--- config.mk ---
export PLATFORM = sky130hd
export DESIGN_NAME = block_fetch
export DESIGN_NICKNAME = d
export VERILOG_FILES = /design/src/rtl/block_fetch_pkg.sv /design/src/rtl/tile_addr_gen.sv /design/src/rtl/block_fetch.sv
export SDC_FILE = /design/constraint.sdc
export NUM_CORES = 1
export LEC_CHECK = 0
export CORE_MARGIN = 5
export CORE_UTILIZATION = 59
export CTS_CLUSTER_DIAMETER = 80
export DETAILED_ROUTE_END_ITERATION = 8
export PLACE_DENSITY = 0.87
export SLEW_MARGIN = 20
export SYNTH_ARGS = -nofsm -noshare
export SYNTH_HDL_FRONTEND = slang
export SYNTH_HIERARCHICAL = 1
export SYNTH_SLANG_ARGS = --single-unit
--- constraint.sdc ---
create_clock -name clk -period 4.9 [get_ports clk]
set_input_delay 0.735 -clock clk [delete_from_list [all_inputs] [get_ports clk]]
set_output_delay 0.735 -clock clk [all_outputs]
set_load 0.01 [all_outputs]
--- src/rtl/block_fetch_pkg.sv ---
// Shared definitions for the matrix tile datapath: element/tile geometry
// defaults, fetch FSM state encoding and a counter-width helper.
package block_fetch_pkg;

    localparam int DATA_W_DEF = 16;
    localparam int J_DEF      = 2;
    localparam int K_DEF      = 2;
    localparam int ADDR_W_DEF = 10;

    // Width of the tile origin and matrix dimension inputs.
    localparam int GEO_W = 10;

    typedef enum logic [1:0] {
        IDLE  = 2'd0,
        ISSUE = 2'd1,
        DRAIN = 2'd2,
        HOLD  = 2'd3
    } fetch_state_t;

    // Bits needed to count 0..n-1; never less than one bit.
    function automatic int cnt_w(input int n);
        return (n > 1) ? $clog2(n) : 1;
    endfunction

endpackage

--- src/rtl/tile_addr_gen.sv ---
// Row-major walker over a J x K tile: keeps the i/j counters, the linear
// element index, an incrementally advanced row base address, and flags for
// "element lies inside the matrix" and "this is the last element".
module tile_addr_gen
    import block_fetch_pkg::*;
#(
    parameter  int J      = J_DEF,
    parameter  int K      = K_DEF,
    parameter  int ADDR_W = ADDR_W_DEF,
    localparam int E_W    = cnt_w(J * K)
) (
    input  logic              clk,
    input  logic              rst,
    input  logic              init,
    input  logic              step,
    input  logic [GEO_W-1:0]  start_row,
    input  logic [GEO_W-1:0]  start_col,
    input  logic [GEO_W-1:0]  num_rows,
    input  logic [GEO_W-1:0]  num_cols,
    output logic [ADDR_W-1:0] addr,
    output logic [E_W-1:0]    idx,
    output logic              in_range,
    output logic              last
);

    localparam int I_W = cnt_w(J);
    localparam int J_W = cnt_w(K);
    // One extra bit so origin + offset can never wrap in the bounds test.
    localparam int R_W = GEO_W + 1;

    logic [I_W-1:0]    i_q;
    logic [J_W-1:0]    j_q;
    logic [E_W-1:0]    e_q;
    logic [ADDR_W-1:0] row_base_q;
    logic [GEO_W-1:0]  start_row_q;
    logic [GEO_W-1:0]  start_col_q;
    logic [GEO_W-1:0]  num_rows_q;
    logic [GEO_W-1:0]  num_cols_q;

    // Latch geometry on init, then advance one element per step.
    always_ff @(posedge clk or negedge rst) begin
        if (!rst) begin
            // NOTE: state registers use non-blocking assignment so every
            // register samples pre-edge values regardless of statement order.
            i_q         <= '0;
            j_q         <= '0;
            e_q         <= '0;
            row_base_q  <= '0;
            start_row_q <= '0;
            start_col_q <= '0;
            num_rows_q  <= '0;
            num_cols_q  <= '0;
        end else if (init) begin
            i_q         <= '0;
            j_q         <= '0;
            e_q         <= '0;
            // Address arithmetic is modulo 2**ADDR_W, so the product can be
            // formed directly at address width.
            row_base_q  <= ADDR_W'(start_row) * ADDR_W'(num_cols) + ADDR_W'(start_col);
            start_row_q <= start_row;
            start_col_q <= start_col;
            num_rows_q  <= num_rows;
            num_cols_q  <= num_cols;
        end else if (step) begin
            e_q <= e_q + E_W'(1);
            if (j_q == J_W'(K - 1)) begin
                j_q        <= '0;
                i_q        <= i_q + I_W'(1);
                row_base_q <= row_base_q + ADDR_W'(num_cols_q);
            end else begin
                j_q <= j_q + J_W'(1);
            end
        end
    end

    // Address, bounds and last-element decode from the registered walker.
    always_comb begin
        // NOTE: every output gets a value before any condition, so no
        // path through this block can leave a latch behind.
        addr     = row_base_q + ADDR_W'(j_q);
        idx      = e_q;
        in_range = (({1'b0, start_row_q} + R_W'(i_q)) < {1'b0, num_rows_q}) &&
                   (({1'b0, start_col_q} + R_W'(j_q)) < {1'b0, num_cols_q});
        last     = (e_q == E_W'(J * K - 1));
    end

endmodule

--- src/rtl/block_fetch.sv ---
// Tile reader: walks a J x K tile of a row-major matrix held in a
// synchronous-read buffer, zero-fills elements outside the matrix, and
// presents the assembled tile through a valid/ready handshake.
module block_fetch
    import block_fetch_pkg::*;
#(
    parameter int DATA_W = DATA_W_DEF,
    parameter int J      = J_DEF,
    parameter int K      = K_DEF,
    parameter int ADDR_W = ADDR_W_DEF
) (
    input  logic                  clk,
    input  logic                  rst,
    input  logic                  start,
    input  logic [GEO_W-1:0]      start_row,
    input  logic [GEO_W-1:0]      start_col,
    input  logic [GEO_W-1:0]      num_rows,
    input  logic [GEO_W-1:0]      num_cols,
    output logic                  busy,
    output logic                  mem_rd_en,
    output logic [ADDR_W-1:0]     mem_addr,
    input  logic [DATA_W-1:0]     mem_rd_data,
    output logic [J*K*DATA_W-1:0] tile,
    output logic                  tile_valid,
    input  logic                  tile_ready
);

    localparam int NE  = J * K;
    localparam int E_W = cnt_w(NE);

    fetch_state_t      state;
    logic              accept;
    logic [ADDR_W-1:0] gen_addr;
    logic [E_W-1:0]    gen_idx;
    logic              gen_in_range;
    logic              gen_last;

    // Element issued last cycle, waiting for its read data.
    logic              cap_valid;
    logic [E_W-1:0]    cap_idx;
    logic              cap_in_range;
    logic [DATA_W-1:0] cap_data;

    assign accept   = (state == IDLE) && start;
    assign cap_data = cap_in_range ? mem_rd_data : '0;

    tile_addr_gen #(
        .J      (J),
        .K      (K),
        .ADDR_W (ADDR_W)
    ) u_addr_gen (
        .clk       (clk),
        .rst       (rst),
        .init      (accept),
        .step      (state == ISSUE),
        .start_row (start_row),
        .start_col (start_col),
        .num_rows  (num_rows),
        .num_cols  (num_cols),
        .addr      (gen_addr),
        .idx       (gen_idx),
        .in_range  (gen_in_range),
        .last      (gen_last)
    );

    // Control FSM with registered busy and tile_valid.
    always_ff @(posedge clk or negedge rst) begin
        if (!rst) begin
            state      <= IDLE;
            busy       <= 1'b0;
            tile_valid <= 1'b0;
        end else begin
            case (state)
                IDLE: begin
                    if (start) begin
                        state <= ISSUE;
                        busy  <= 1'b1;
                    end
                end
                ISSUE: begin
                    if (gen_last) begin
                        state <= DRAIN;
                    end
                end
                DRAIN: begin
                    state      <= HOLD;
                    tile_valid <= 1'b1;
                end
                HOLD: begin
                    if (tile_valid && tile_ready) begin
                        state      <= IDLE;
                        busy       <= 1'b0;
                        tile_valid <= 1'b0;
                    end
                end
                default: begin
                    state      <= IDLE;
                    busy       <= 1'b0;
                    tile_valid <= 1'b0;
                end
            endcase
        end
    end

    // Delay the issued element by one cycle and write its data into the tile.
    always_ff @(posedge clk or negedge rst) begin
        if (!rst) begin
            // NOTE: the tile is a flop bank rather than a RAM, so it is reset
            // to give the consumer a defined all-zero tile after reset.
            tile         <= '0;
            cap_valid    <= 1'b0;
            cap_idx      <= '0;
            cap_in_range <= 1'b0;
        end else begin
            cap_valid    <= (state == ISSUE);
            cap_idx      <= gen_idx;
            cap_in_range <= gen_in_range;
            if (accept) begin
                tile <= '0;
            end else if (cap_valid) begin
                for (int s = 0; s < NE; s++) begin
                    if (cap_idx == E_W'(s)) begin
                        tile[s*DATA_W +: DATA_W] <= cap_data;
                    end
                end
            end
        end
    end

    // Buffer read port, decoded from registered state; quiet outside ISSUE.
    always_comb begin
        mem_rd_en = 1'b0;
        mem_addr  = '0;
        if (state == ISSUE) begin
            mem_rd_en = gen_in_range;
            mem_addr  = gen_addr;
        end
    end

endmodule

Word-level counts from Yosys, hierarchy flattened --
Index checks and enable logic that the tools add are counted.
Cells by class: $add $sub $neg 8, multiply operators 1, $lt $le $gt $ge 2, equality and inequality tests 10, mux-type cells 28, reduce and logical (&&, ||, !) cells 22
Operator list (count):
- two-way mux 64 bit | 2
- two-way mux 16 bit | 5
- two-way mux 10 bit | 4
- adder 10 x 1 -> 11 bit | 2
- < comparator 11 x 10 -> 1 bit | 2
- adder 10 bit | 2
- nonzero test 2 bit | 9
- AND reduction 2 bit | 6
- adder 10 x 1 -> 10 bit | 1
- equality test 2 bit (second input constant) | 5
- multiplier 10 x 10 -> 10 bit | 1
- two-way mux 2 bit | 5
- two-way mux 1 bit | 9
- one-hot mux 2 bit (4 select lines) | 1
- inequality test 2 bit (second input constant) | 3
- AND reduction 3 bit | 2
- equality test 2 x 1 -> 1 bit (second input constant) | 2
- zero test 2 bit | 2
- one-hot mux 1 bit (2 select lines) | 2
- logical AND 1 bit | 3
- adder 1 bit (second input constant) | 2
- adder 2 x 1 -> 2 bit (second input constant) | 1
Storage, ports and cells: register bits 126, logic and storage cells 89

Logic depth before layout (Yosys ltp) --
Gate-level depths: netlist of run 1.
depth after elaboration 4, depth in mapped cells 20

Hierarchy --
Netlist of run 1, hierarchy kept.
By module, submodules not included:
- tile_addr_gen | instances 1, cells an instance 558, area each 5079.9 um^2, seq. area each 1351.3 um^2
- block_fetch | instances 1, cells an instance 335, area each 3146.8 um^2, seq. area each 1801.7 um^2

Worst setup path after synthesis of run 1 --
No wires, ideal clock.
kind input-to-reg, start in num_cols[3], end reg u_addr_gen.row_base_q[9], setup time 126 ps, arrival time 4511 ps, required time 4774 ps, path slack 262 ps, cell stages on the path 16, buffers on the path 1, path through clkbuf_2 > nand2_1 > fa_1 > fa_1 > inv_1 > fa_1 > fa_1 > inv_1 > fa_1 > inv_1 > ha_1 > or3_1 > o21ai_0 > a21oi_1 > xnor2_1 > mux2i_1
On the way: cells in the longest elaborated chain, start to end 3
Ends and longest elaborated chain:
- from (decl) | line block_fetch.sv:18 | input logic [GEO_W-1:0] num_cols,
- multiplier 10 x 10 -> 10 bit | line tile_addr_gen.sv:59 | row_base_q <= ADDR_W'(start_row) * ADDR_W'(num_cols) + ADDR_W'(start_col);
- adder 10 bit | line tile_addr_gen.sv:59
- two-way mux 10 bit | line tile_addr_gen.sv:53 | end else if (init) begin
- to (signal assigned) | line tile_addr_gen.sv:59
- to (signal assigned) | line tile_addr_gen.sv:69 | row_base_q <= row_base_q + ADDR_W'(num_cols_q);
- to (decl) | line tile_addr_gen.sv:34 | logic [ADDR_W-1:0] row_base_q;
Every way passes these cells. A chain may end at the register's enable or synchronous reset.

Final worst setup path of run 1 --
start in num_cols[4], end reg u_addr_gen.row_base_q[9]
Same word-level chain as after synthesis.

==> metrics.yaml, run 1 <==
run_status:
  status: "complete, no violations"
timing:
  finClkSkew_ns: 0.009706
  rsz0062_at_grt: "false"
  min_period_ns: 4.724
  final-setup-viol-count: 0
  hold_violations: 0
  worst_pin_slew_ns: 1.010
  slew_violations: 0
  fmaxAchievable_ghz: 0.2117
  post-route-period-util: 0.9640
  relSlewSlack: 0.3269
  fin_hold_ws_ns: 0.4115
placement:
  port_buffers: 136
  gp_congestion: 0.8871
  place_inst: 1199
  dp_hpwl_um: 15970
  placed_area_um2: 9857
power:
  ir_drop_mv: 0.3010
  power_density_nw_per_um2: 614.3
  p_leak_nw: 4.807
finish:
  design_area_um2: 10540
  insertedDiodeCount: 0
  area_growth_pct: 28.06
  layout.cells.non_filler: 1231
  layout-drive-gt1-share: 0.1028
  nNetsFinal: 1196
  nFillCells: 905
clocking:
  htree_levels: 4
  cts_root_buf: "clkbuf_16"
  clock_sink_count: 126
  cts.repair.resized: 0
  cts_buffers: 17
  clkTransAtPathRegs_ns: 0.06
  cts_hold_buf: 0
  cts_tree: "built"
  post_cts_buffers: 0
  clock_latency_ns: 0.42
  cts_max_path_buffers: 2
yosys:
  ys_warn_count: 6
  netlist_area_um2: 8227
  synth_edf_count: 0
  syn_nets: 1051
  synth_flop_cell: "dfrtp_1"
  syn_inst: 893
  synth_area_leaders: "dfrtp_1, ha_1, fa_1, nand2_1, nand3_1"
  synth_area_leader_cell: "dfrtp_1"
  yosys.area.top_type_share: 0.3833
  yosysMostFrequentCell: "nand2_1"
  avgSynthCellArea_um2: 9.212
  synth_commonest_cells: "nand2_1, dfrtp_1, inv_1, nand3_1, a21oi_1"
  ys_ff_latch: 126
  yosysSeqAreaShare: 0.3833
  synthArstFlopShare: 1.000
  synth_cell_types: 51
die:
  placementRows: 43
  fp.dieW_um: 128.1
  num_io_pins: 137
  core_um2: 13770
  die_h_um: 128.1
  start_util: 0.5973
  die_area_um2: 16400
hold_path:
  hold_class: "flip-flop to flip-flop"
flow_run:
  drv_cap: 0
critical_path:
  worst-path-max-fanout: 6
  cp.arrival_ns: 4.98
  crit_type: "input pin to flip-flop"
  crit_path_start_kind: "input pin"
  cp.required_ns: 5.16
  worst_setup_path_end_kind: "flip-flop"
global_routing:
  gr-usage-met2: 0.4797
  grt-ovfl-total: 0
  met1_usage: 0.3375
  grt.met3_usage: 0.06458
  grt_start_max_net_pins: 95
  antenna_found_initial: 0
  grt_pass1_vias: 7308
  grt_pass1_wl_um: 35980
  busiest_layer: "met2"
  grt.total_usage: 0.2756
drt:
  route.detailed.drc: 0
  drt-initial-drc-count: 782
  ant_nets: 0
  wirelength_um: 22640
  wl_per_cell_um: 18.39
  firstDrtPassIters: 5
  num_vias: 7185
  via_per_inst: 5.837
==> logic make-up after synthesis <==
| group | share of synthesized area |
|---|---|
| simple gates | 0.1792 |
| buf+inv | 0.06768 |
| xor+xnor | 0.05749 |
| mux | 0.03878 |
| fa+ha+maj | 0.1773 |
| compound gates | 0.09628 |
| flops | 0.3833 |
==> critical path, stage by stage <==
cell and delay, ns:
clkdlybuf4s50_1 0.51, buf_4 0.16, nand2_1 0.07, fa_1 0.49, inv_1 0.04, ha_1 0.30
fa_1 0.51, fa_1 0.54, inv_1 0.06, fa_1 0.54, inv_1 0.04, ha_1 0.19
or3_1 0.35, o21ai_0 0.08, a21oi_1 0.09, xnor2_1 0.17, mux2i_1 0.09
==> path summary, 6_finish.rpt <==
check / start / to / slack [ns] / cells after the start
min in group asynchronous: rst / tile_valid / 0.46 / 1
max in group asynchronous: rst / u_addr_gen/num_cols_q[3] / 3.50 / 2
hold reg to reg: u_addr_gen/idx[1] / cap_idx[1] / 0.41 / 0
setup / recovery: num_cols[4] / u_addr_gen/row_base_q[9] / 0.18 / 17
setup reg to reg: u_addr_gen/j_q / cap_in_range / 2.11 / 10
hold / removal: u_addr_gen/idx[1] / cap_idx[1] / 0.41 / 0
==> routing by layer <==
metal / vias up / routed length [um]
met4: 0 / 634
met1: 3486 / 8717
met3: 75 / 1758
met2: 385 / 11530
li1: 3239 / -
met5: - / 0
==> stage by stage <==
stage | worst slack, ns | total power, mW | utilization | TNS, ns
after global placement | -0.2351 | 4.828 | 0.7157 | -0.6325
after global routing | 0.007152 | 6.901 | 0.7649 | 0
after detailed placement | -0.4089 | 5.018 | 0.7157 | -1.066
final | 0.1764 | 6.471 | 0.7649 | 0
after CTS | 0.06512 | 6.424 | 0.7606 | 0
after floorplan | 0.2623 | 3.883 | - | 0
==> where the power goes <==
group	internal [mW]	switching (mW)	leakage (nW)
registers	1.48	0.381	1.63
logic	1.58	1.71	2.88
clock network	0.823	0.492	0.292
==> registers in the layout (all words and copies together) (netlist names) <==
signal / flops
u_addr_gen/start_col_q: 10
u_addr_gen/j_q: 1
u_addr_gen/num_cols_q: 10
state: 2
cap_idx: 2
tile: 64
u_addr_gen/num_rows_q: 10
u_addr_gen/idx: 2
u_addr_gen/row_base_q: 10
busy: 1
cap_valid: 1
u_addr_gen/i_q: 1
tile_valid: 1
u_addr_gen/start_row_q: 10
cap_in_range: 1
==> area by class of cell <==
| type | instances | area [um^2] | area share |
|---|---|---|---|
| well taps | 180 | 225.2 | 0.02138 |
| inverters | 84 | 315.3 | 0.02993 |
| multi-input cells | 635 | 4549 | 0.4318 |
| repair buffers | 174 | 1673 | 0.1588 |
| clock inverters | 14 | 180.2 | 0.01710 |
| clock buffers | 18 | 439.2 | 0.04169 |
| flip-flops and latches | 126 | 3153 | 0.2993 |
==> cells in the final DEF, fill, tap and decap left out, types with 4 or more instances in the layout <==
master | synthesis | routed
a211oi_1 | 5 | 5
a21oi_1 | 81 | 80
and2_1 | 29 | 28
buf_4 | 5 | 38
clkbuf_16 | 0 | 17
clkdlybuf4s50_1 | 0 | 125
clkinvlp_4 | 0 | 4
dfrtp_1 | 126 | 126
dlymetal6s2s_1 | 0 | 10
fa_1 | 31 | 28
ha_1 | 67 | 66
inv_1 | 84 | 84
inv_6 | 0 | 5
mux2_2 | 23 | 23
mux2i_1 | 6 | 6
nand2_1 | 138 | 137
nand2b_1 | 4 | 4
nand3_1 | 84 | 84
nand3b_1 | 4 | 4
nor2_1 | 22 | 22
nor2b_1 | 7 | 7
nor3_1 | 7 | 7
o21a_1 | 4 | 4
o21ai_0 | 34 | 33
xnor2_1 | 39 | 39
xor2_1 | 15 | 15
No activity file was read; power rests on OpenSTA's default activity.
==> run 2: changes to the inputs <==
--- a/config.mk
+++ b/config.mk
@@ -9,7 +9,7 @@
 export CORE_UTILIZATION = 59
 export CTS_CLUSTER_DIAMETER = 80
 export DETAILED_ROUTE_END_ITERATION = 8
-export PLACE_DENSITY = 0.87
+export PLACE_DENSITY_LB_ADDON = 0.12
 export SLEW_MARGIN = 20
 export SYNTH_ARGS = -nofsm -noshare
 export SYNTH_HDL_FRONTEND = slang
==> run 2 against run 1 <==
Net effect: cell count hardly changed; wire length is 10% lower; utilization is 0.26 points lower; combinational power is 3% lower; sequential power hardly changed; via count is 4.8% lower; global-route usage is 2.1 points lower; hold slack worse by 0.10 ns; largest cell class unchanged.
==> metrics.yaml, run 2 (synthesized netlist as in run 1, its figures left out) <==
global_routing:
  grt_start_max_net_pins: 71  # was 95
  antenna_found_initial: 0  # unchanged
  grt_pass1_vias: 6729  # was 7308
  grt.total_usage: 0.2546  # was 0.2756
  grt-ovfl-total: 0  # unchanged
  grt_pass1_wl_um: 33270  # was 35980 um
drt:
  drt-initial-drc-count: 641  # was 782
  wl_per_cell_um: 16.56  # was 18.39 um
  ant_nets: 0  # unchanged
  route.detailed.drc: 0  # unchanged
  via_per_inst: 5.563  # was 5.837
  num_vias: 6843  # was 7185
  firstDrtPassIters: 5  # unchanged
  wirelength_um: 20370  # was 22640 um
finish:
  insertedDiodeCount: 0  # unchanged
  postLayoutCoreUtil: 0.7623  # was 0.7649
  layout-drive-gt1-share: 0.1010  # was 0.1028
  area_growth_pct: 27.62  # was 28.06%
  nNetsFinal: 1195  # was 1196
  regMostFlops: "tile"  # unchanged
  design_area_um2: 10500  # was 10540 um^2
  largest_register_ffs: 64  # unchanged
  most-common-layout-cells: "nand2_1, dfrtp_1, clkdlybuf4s50_1"  # unchanged
  mostFrequentLayoutCell: "nand2_1"  # unchanged
  nFillCells: 1009  # was 905
clocking:
  cts_buffers: 17  # unchanged
  post_cts_buffers: 0  # unchanged
  cts_root_buf: "clkbuf_16"  # unchanged
  htree_levels: 4  # unchanged
  clock_sink_count: 126  # unchanged
  clkTransAtPathRegs_ns: 0.05  # was 0.06 ns
  cts_hold_buf: 0  # unchanged
  cts_max_path_buffers: 2  # unchanged
  clock_latency_ns: 0.42  # about the same
  cts_tree: "built"  # unchanged
  cts.repair.resized: 0  # unchanged
run_status:
  status: "complete, no violations"  # unchanged
placement:
  dp_slack_ns: -0.3534  # was -0.4089 ns
  port_buffers: 136  # unchanged
  placed_area_um2: 9862  # was 9857 um^2
  gp_congestion: 0.8516  # was 0.8871
  dp_hpwl_um: 15040  # was 15970 um
timing:
  relSlewSlack: 0.4909  # was 0.3269
  fmaxAchievable_ghz: 0.2125  # was 0.2117 GHz
  min_period_ns: 4.705  # was 4.724 ns
  post-route-period-util: 0.9602  # was 0.9640
  finClkSkew_ns: 0.008838  # was 0.009706 ns
  slew_violations: 0  # unchanged
  hold_violations: 0  # unchanged
  worst_pin_slew_ns: 0.7636  # was 1.010 ns
  final-setup-viol-count: 0  # unchanged
  layout_setup_ws_ns: 0.1952  # was 0.1764 ns
critical_path:
  worst-r2r-setup-slack_ns: 2.19  # was 2.11 ns
  reg2reg_from: "u_addr_gen/j_q"  # unchanged
  worst_setup_path_end_kind: "flip-flop"  # unchanged
  cp.required_ns: 5.24  # was 5.16 ns
  reg2reg_depth: 10  # unchanged
  cp.arrival_ns: 5.04  # was 4.98 ns
  worst-path-max-fanout: 6  # unchanged
  crit_path_start_kind: "input pin"  # unchanged
  reg2reg_to: "cap_in_range"  # unchanged
  crit_type: "input pin to flip-flop"  # unchanged
power:
  power_density_nw_per_um2: 595.1  # was 614.3 nW/um^2
  finalPower_mw: 6.248  # was 6.471 mW
  ir_drop_mv: 0.2745  # was 0.3010 mV
  p_leak_nw: 4.771  # was 4.807 nW
flow_run:
  drv_cap: 0  # unchanged
die:
  fp.dieW_um: 128.1  # unchanged
  die_area_um2: 16400  # unchanged
  num_io_pins: 137  # unchanged
  core_um2: 13770  # unchanged
  die_h_um: 128.1  # unchanged
  placementRows: 43  # unchanged
  start_util: 0.5973  # unchanged
hold_path:
  hold_class: "input pin to asynchronous set/reset pin"  # was flip-flop to flip-flop
## run 2: routing by layer
metal	vias up	routed length, um	GRT usage
met5	-	0	0
li1	3243	-	-
met4	0	412	0.08365
met1	3306	8606	0.3364
met3	38	1322	0.05042
met2	256	10030	0.4230
## run 2: layout make-up
cell class                 instances  area (um^2)  share of cell area
multi-input combinational        635         4556              0.4339
sequential                       126         3153              0.3003
timing repair buffer             173         1675              0.1596
clock buffer                      19        442.9             0.04219
inverter                          84        315.3             0.03003
tap                              180        225.2             0.02145
clock inverter                    13        131.4             0.01251
## run 2: critical path, cell delays in order
cell and delay [ns]:
clkdlybuf4s50_1 0.46, buf_6 0.16, and2_1 0.15, fa_1 0.54
ha_1 0.15, inv_1 0.06, fa_1 0.53, fa_1 0.45
fa_1 0.55, inv_1 0.04, ha_1 0.33, o21ai_2 0.08
a21oi_1 0.10, o21a_1 0.19, o21a_1 0.17, o21a_1 0.19
nor3_2 0.16
## run 2: worst max path at each step
| stage | from | end | slack (ns) | cells past startpoint |
|---|---|---|---|---|
| 2_1_floorplan | num_cols[3] | u_addr_gen/row_base_q[9] | 0.26 | 16 |
| 3_3_place_gp | start_row[3] | u_addr_gen/row_base_q[9] | -0.25 | 16 |
| 3_5_place_dp | num_cols[3] | u_addr_gen/row_base_q[8] | -0.35 | 17 |
| 4_1_cts | num_cols[3] | u_addr_gen/row_base_q[8] | 0.08 | 17 |
| 5_1_grt | start_row[1] | u_addr_gen/row_base_q[8] | -0.02 | 21 |
| 6_report | start_row[1] | u_addr_gen/row_base_q[8] | 0.20 | 17 |
## run 2: power breakdown
group	switching (mW)	leakage (nW)	internal [mW]
Sequential	0.356	1.63	1.48
Combinational	1.62	2.88	1.58
Clock	0.487	0.265	0.721
Total	2.47	4.77	3.78
## run 2: per-stage QoR
stage / std cells / hold WS [ns] / TNS, ns
2_1_floorplan: 893 / 0.3769 / 0
3_3_place_gp: 1198 / 0.3996 / -0.6282
3_5_place_dp: 1198 / 0.4118 / -1.132
4_1_cts: 1230 / 0.3265 / 0
5_1_grt: 1230 / 0.3580 / -0.02205
6_report: 1230 / 0.3113 / 0
==> run 3: changes to the inputs <==
==> constraint.sdc (replaced) <==
create_clock -name clk -period 5.5 [get_ports clk]
set_input_delay 0.825 -clock clk [delete_from_list [all_inputs] [get_ports clk]]
set_output_delay 0.825 -clock clk [all_outputs]
set_load 0.01 [all_outputs]
==> run 3 against run 2 <==
Net effect: via count shrank 2.1%; total power shrank 12%; cell count shrank 2.0%.
==> metrics.yaml, run 3 (synthesized netlist as in run 1, its figures left out) <==
finish:
  layout-drive-gt1-share: 0.07407  # was 0.1010
  regMostFlops: "tile"  # unchanged
  mostFrequentLayoutCell: "nand2_1"  # unchanged
  insertedDiodeCount: 0  # unchanged
  design_area_um2: 10290  # was 10500 um^2
  largest_register_ffs: 64  # unchanged
  most-common-layout-cells: "nand2_1, clkdlybuf4s50_1, dfrtp_1"  # was nand2_1, dfrtp_1, clkdlybuf4s50_1
  nNetsFinal: 1172  # was 1195
  area_growth_pct: 25.03  # was 27.62%
drt:
  drt-initial-drc-count: 562  # was 641
  wl_per_cell_um: 16.68  # was 16.56 um
  ant_nets: 0  # unchanged
  route.detailed.drc: 0  # unchanged
  wirelength_um: 20110  # was 20370 um
  num_vias: 6698  # was 6843
  via_per_inst: 5.554  # was 5.563
  firstDrtPassIters: 6  # was 5
hold_path:
  hold_depth: 0
  hold_class: "flip-flop to flip-flop"  # was input pin to asynchronous set/reset pin
  min_to: "cap_idx[1]"
  min_from: "u_addr_gen/idx[1]"
global_routing:
  grt_pass1_vias: 6582  # was 6729
  grt-ovfl-total: 0  # unchanged
  antenna_found_initial: 0  # unchanged
  grt_pass1_wl_um: 33180  # was 33270 um
  grt_start_max_net_pins: 93  # was 71
  grt.total_usage: 0.2546  # about the same
timing:
  slew_violations: 0  # unchanged
  worst_pin_slew_ns: 1.000  # was 0.7636 ns
  hold_violations: 0  # unchanged
  fmaxAchievable_ghz: 0.2016
  tns_ns: 0  # unchanged
  finClkSkew_ns: 0.009396  # was 0.008838 ns
  rsz0062_at_grt: "false"
  min_period_ns: 4.961
  relSlewSlack: 0.3331  # was 0.4909
  final-setup-viol-count: 0  # unchanged
  post-route-period-util: 0.9019
clocking:
  htree_levels: 4  # unchanged
  cts_root_buf: "clkbuf_16"  # unchanged
  cts_tree: "built"  # unchanged
  clock_sink_count: 126  # unchanged
  post_cts_buffers: 0  # unchanged
  cts.repair.resized: 0  # unchanged
  cts_hold_buf: 0  # unchanged
  clock_latency_ns: 0.42  # about the same
  cts_buffers: 17  # unchanged
  cts_max_path_buffers: 2  # unchanged
  clkTransAtPathRegs_ns: 0.05  # about the same
placement:
  gp_congestion: 0.9311  # was 0.8516
  port_buffers: 136  # unchanged
  placed_area_um2: 9689  # was 9862 um^2
  dp_hpwl_um: 14790  # was 15040 um
critical_path:
  cp_slowest_cell: "clkdlybuf4s50_1"  # was fa_1
  timing.critical_path.mode_cell: "inv_1"  # was fa_1
  crit_type: "input pin to flip-flop"  # unchanged
  reg2reg_to: "cap_in_range"  # unchanged
  reg2reg_depth: 10  # unchanged
  cpLargestDelayFamily: "adder cells"  # unchanged
  cp.required_ns: 5.82  # was 5.24 ns
  worst_setup_path_end_kind: "flip-flop"  # unchanged
  worst-path-buf-inv: 6  # was 4
  reg2reg_from: "u_addr_gen/j_q"  # unchanged
  worst-path-max-fanout: 7  # was 6
  worst-r2r-setup-slack_ns: 2.69  # was 2.19 ns
  path_cells: "clkdlybuf4s50_1 -> nand2_1 -> fa_1 -> inv_1 -> ha_1 -> inv_1 -> fa_1 -> inv_1 -> ha_1 -> inv_1 -> fa_1 -> inv_1 -> ha_1 -> nor2b_1 -> o21ai_1 -> a21oi_1 -> o21a_1 -> o21a_1 -> o21a_1 -> nor3_1"  # was clkdlybuf4s50_1 -> buf_6 -> and2_1 -> fa_1 -> ha_1 -> inv_1 -> fa_1 -> fa_1 -> fa_1 -> inv_1 -> ha_1 -> o21ai_2 -> a21oi_1 -> o21a_1 -> o21a_1 -> o21a_1 -> nor3_2
  crit_path_start_kind: "input pin"  # unchanged
  cp.arrival_ns: 5.29  # was 5.04 ns
  slowest_delay_ns: 0.66  # was 0.55 ns
power:
  p_leak_nw: 4.606  # was 4.771 nW
  power_density_nw_per_um2: 535.0  # was 595.1 nW/um^2
  ir_drop_mv: 0.2740  # was 0.2745 mV
die:
  placementRows: 43  # unchanged
  start_util: 0.5973  # unchanged
  fp.dieW_um: 128.1  # unchanged
  die_h_um: 128.1  # unchanged
  core_um2: 13770  # unchanged
  num_io_pins: 137  # unchanged
  die_area_um2: 16400  # unchanged
run_status:
  status: "complete, no violations"  # unchanged
flow_run:
  drv_cap: 0  # unchanged
-- run 3: changes by cell type in the layout (fill, tap and decap cells not counted), moves of 2 or more --
cell	delta
buf_4	-23
bufinv_16	+2
clkdlybuf4s50_1	+9
clkinv_2	+5
clkinv_4	+2
clkinvlp_4	-5
dlymetal6s2s_1	-9
fa_1	+3
fa_2	-3
inv_6	-2
-- run 3: layer usage --
layer	vias to the layer above	track usage	routed length [um]
met5	-	0	0
met4	0	0.08489	438
met3	31	0.04500	1134
met2	217	0.4116	9663
met1	3250	0.3496	8877
li1	3200	-	-
-- run 3: how the worst max path moves through the flow --
stage / from / to / slack, ns / cells after the start
after floorplan: num_cols[3] / u_addr_gen/row_base_q[9] / 0.77 / 16
after global placement: num_cols[5] / u_addr_gen/row_base_q[9] / 0.14 / 16
after detailed placement: num_cols[5] / u_addr_gen/row_base_q[9] / 0.15 / 16
after CTS: start_row[0] / u_addr_gen/row_base_q[8] / 0.58 / 20
after global routing: start_row[0] / u_addr_gen/row_base_q[8] / 0.31 / 20
final: start_row[0] / u_addr_gen/row_base_q[8] / 0.54 / 20
-- run 3: per-stage QoR --
step	power [mW]	hold slack [ns]	worst slack, ns	util	instances
floorplan	3.460	0.3769	0.7723	-	893
global placement	4.278	0.3984	0.1412	0.7035	1175
detailed placement	4.371	0.3981	0.1532	0.7035	1175
CTS	5.535	0.4158	0.5776	0.7465	1206
global route	5.952	0.4261	0.3050	0.7468	1206
finish	5.503	0.4108	0.5394	0.7468	1206
-- run 3: final cells by class --
| type | count | area (um^2) |
|---|---|---|
| fill | 1032 | 3487 |
| clock buffer | 17 | 425.4 |
| clock inverter | 14 | 167.7 |
| sequential | 126 | 3153 |
| tap | 180 | 225.2 |
| inverter | 84 | 315.3 |
| multi-input combinational | 635 | 4519 |
| timing repair buffer | 150 | 1480 |
-- run 3: power breakdown --
part | switching [mW] | internal, mW | leakage [nW]
logic | 1.40 | 1.34 | 2.68
clock network | 0.420 | 0.710 | 0.297
registers | 0.319 | 1.32 | 1.63
total | 2.14 | 3.37 | 4.61
-- run 3: worst reg2reg max path, cell delays in order, from the launching register on --
cell and delay (ns):
dfrtp_1 0.43, ha_1 0.24, ha_1 0.23, nand2_1 0.07
nor2_1 0.29, xor2_1 0.21, ha_1 0.27, a21o_1 0.21
a211o_1 0.30, o221ai_1 0.18, and4_1 0.30
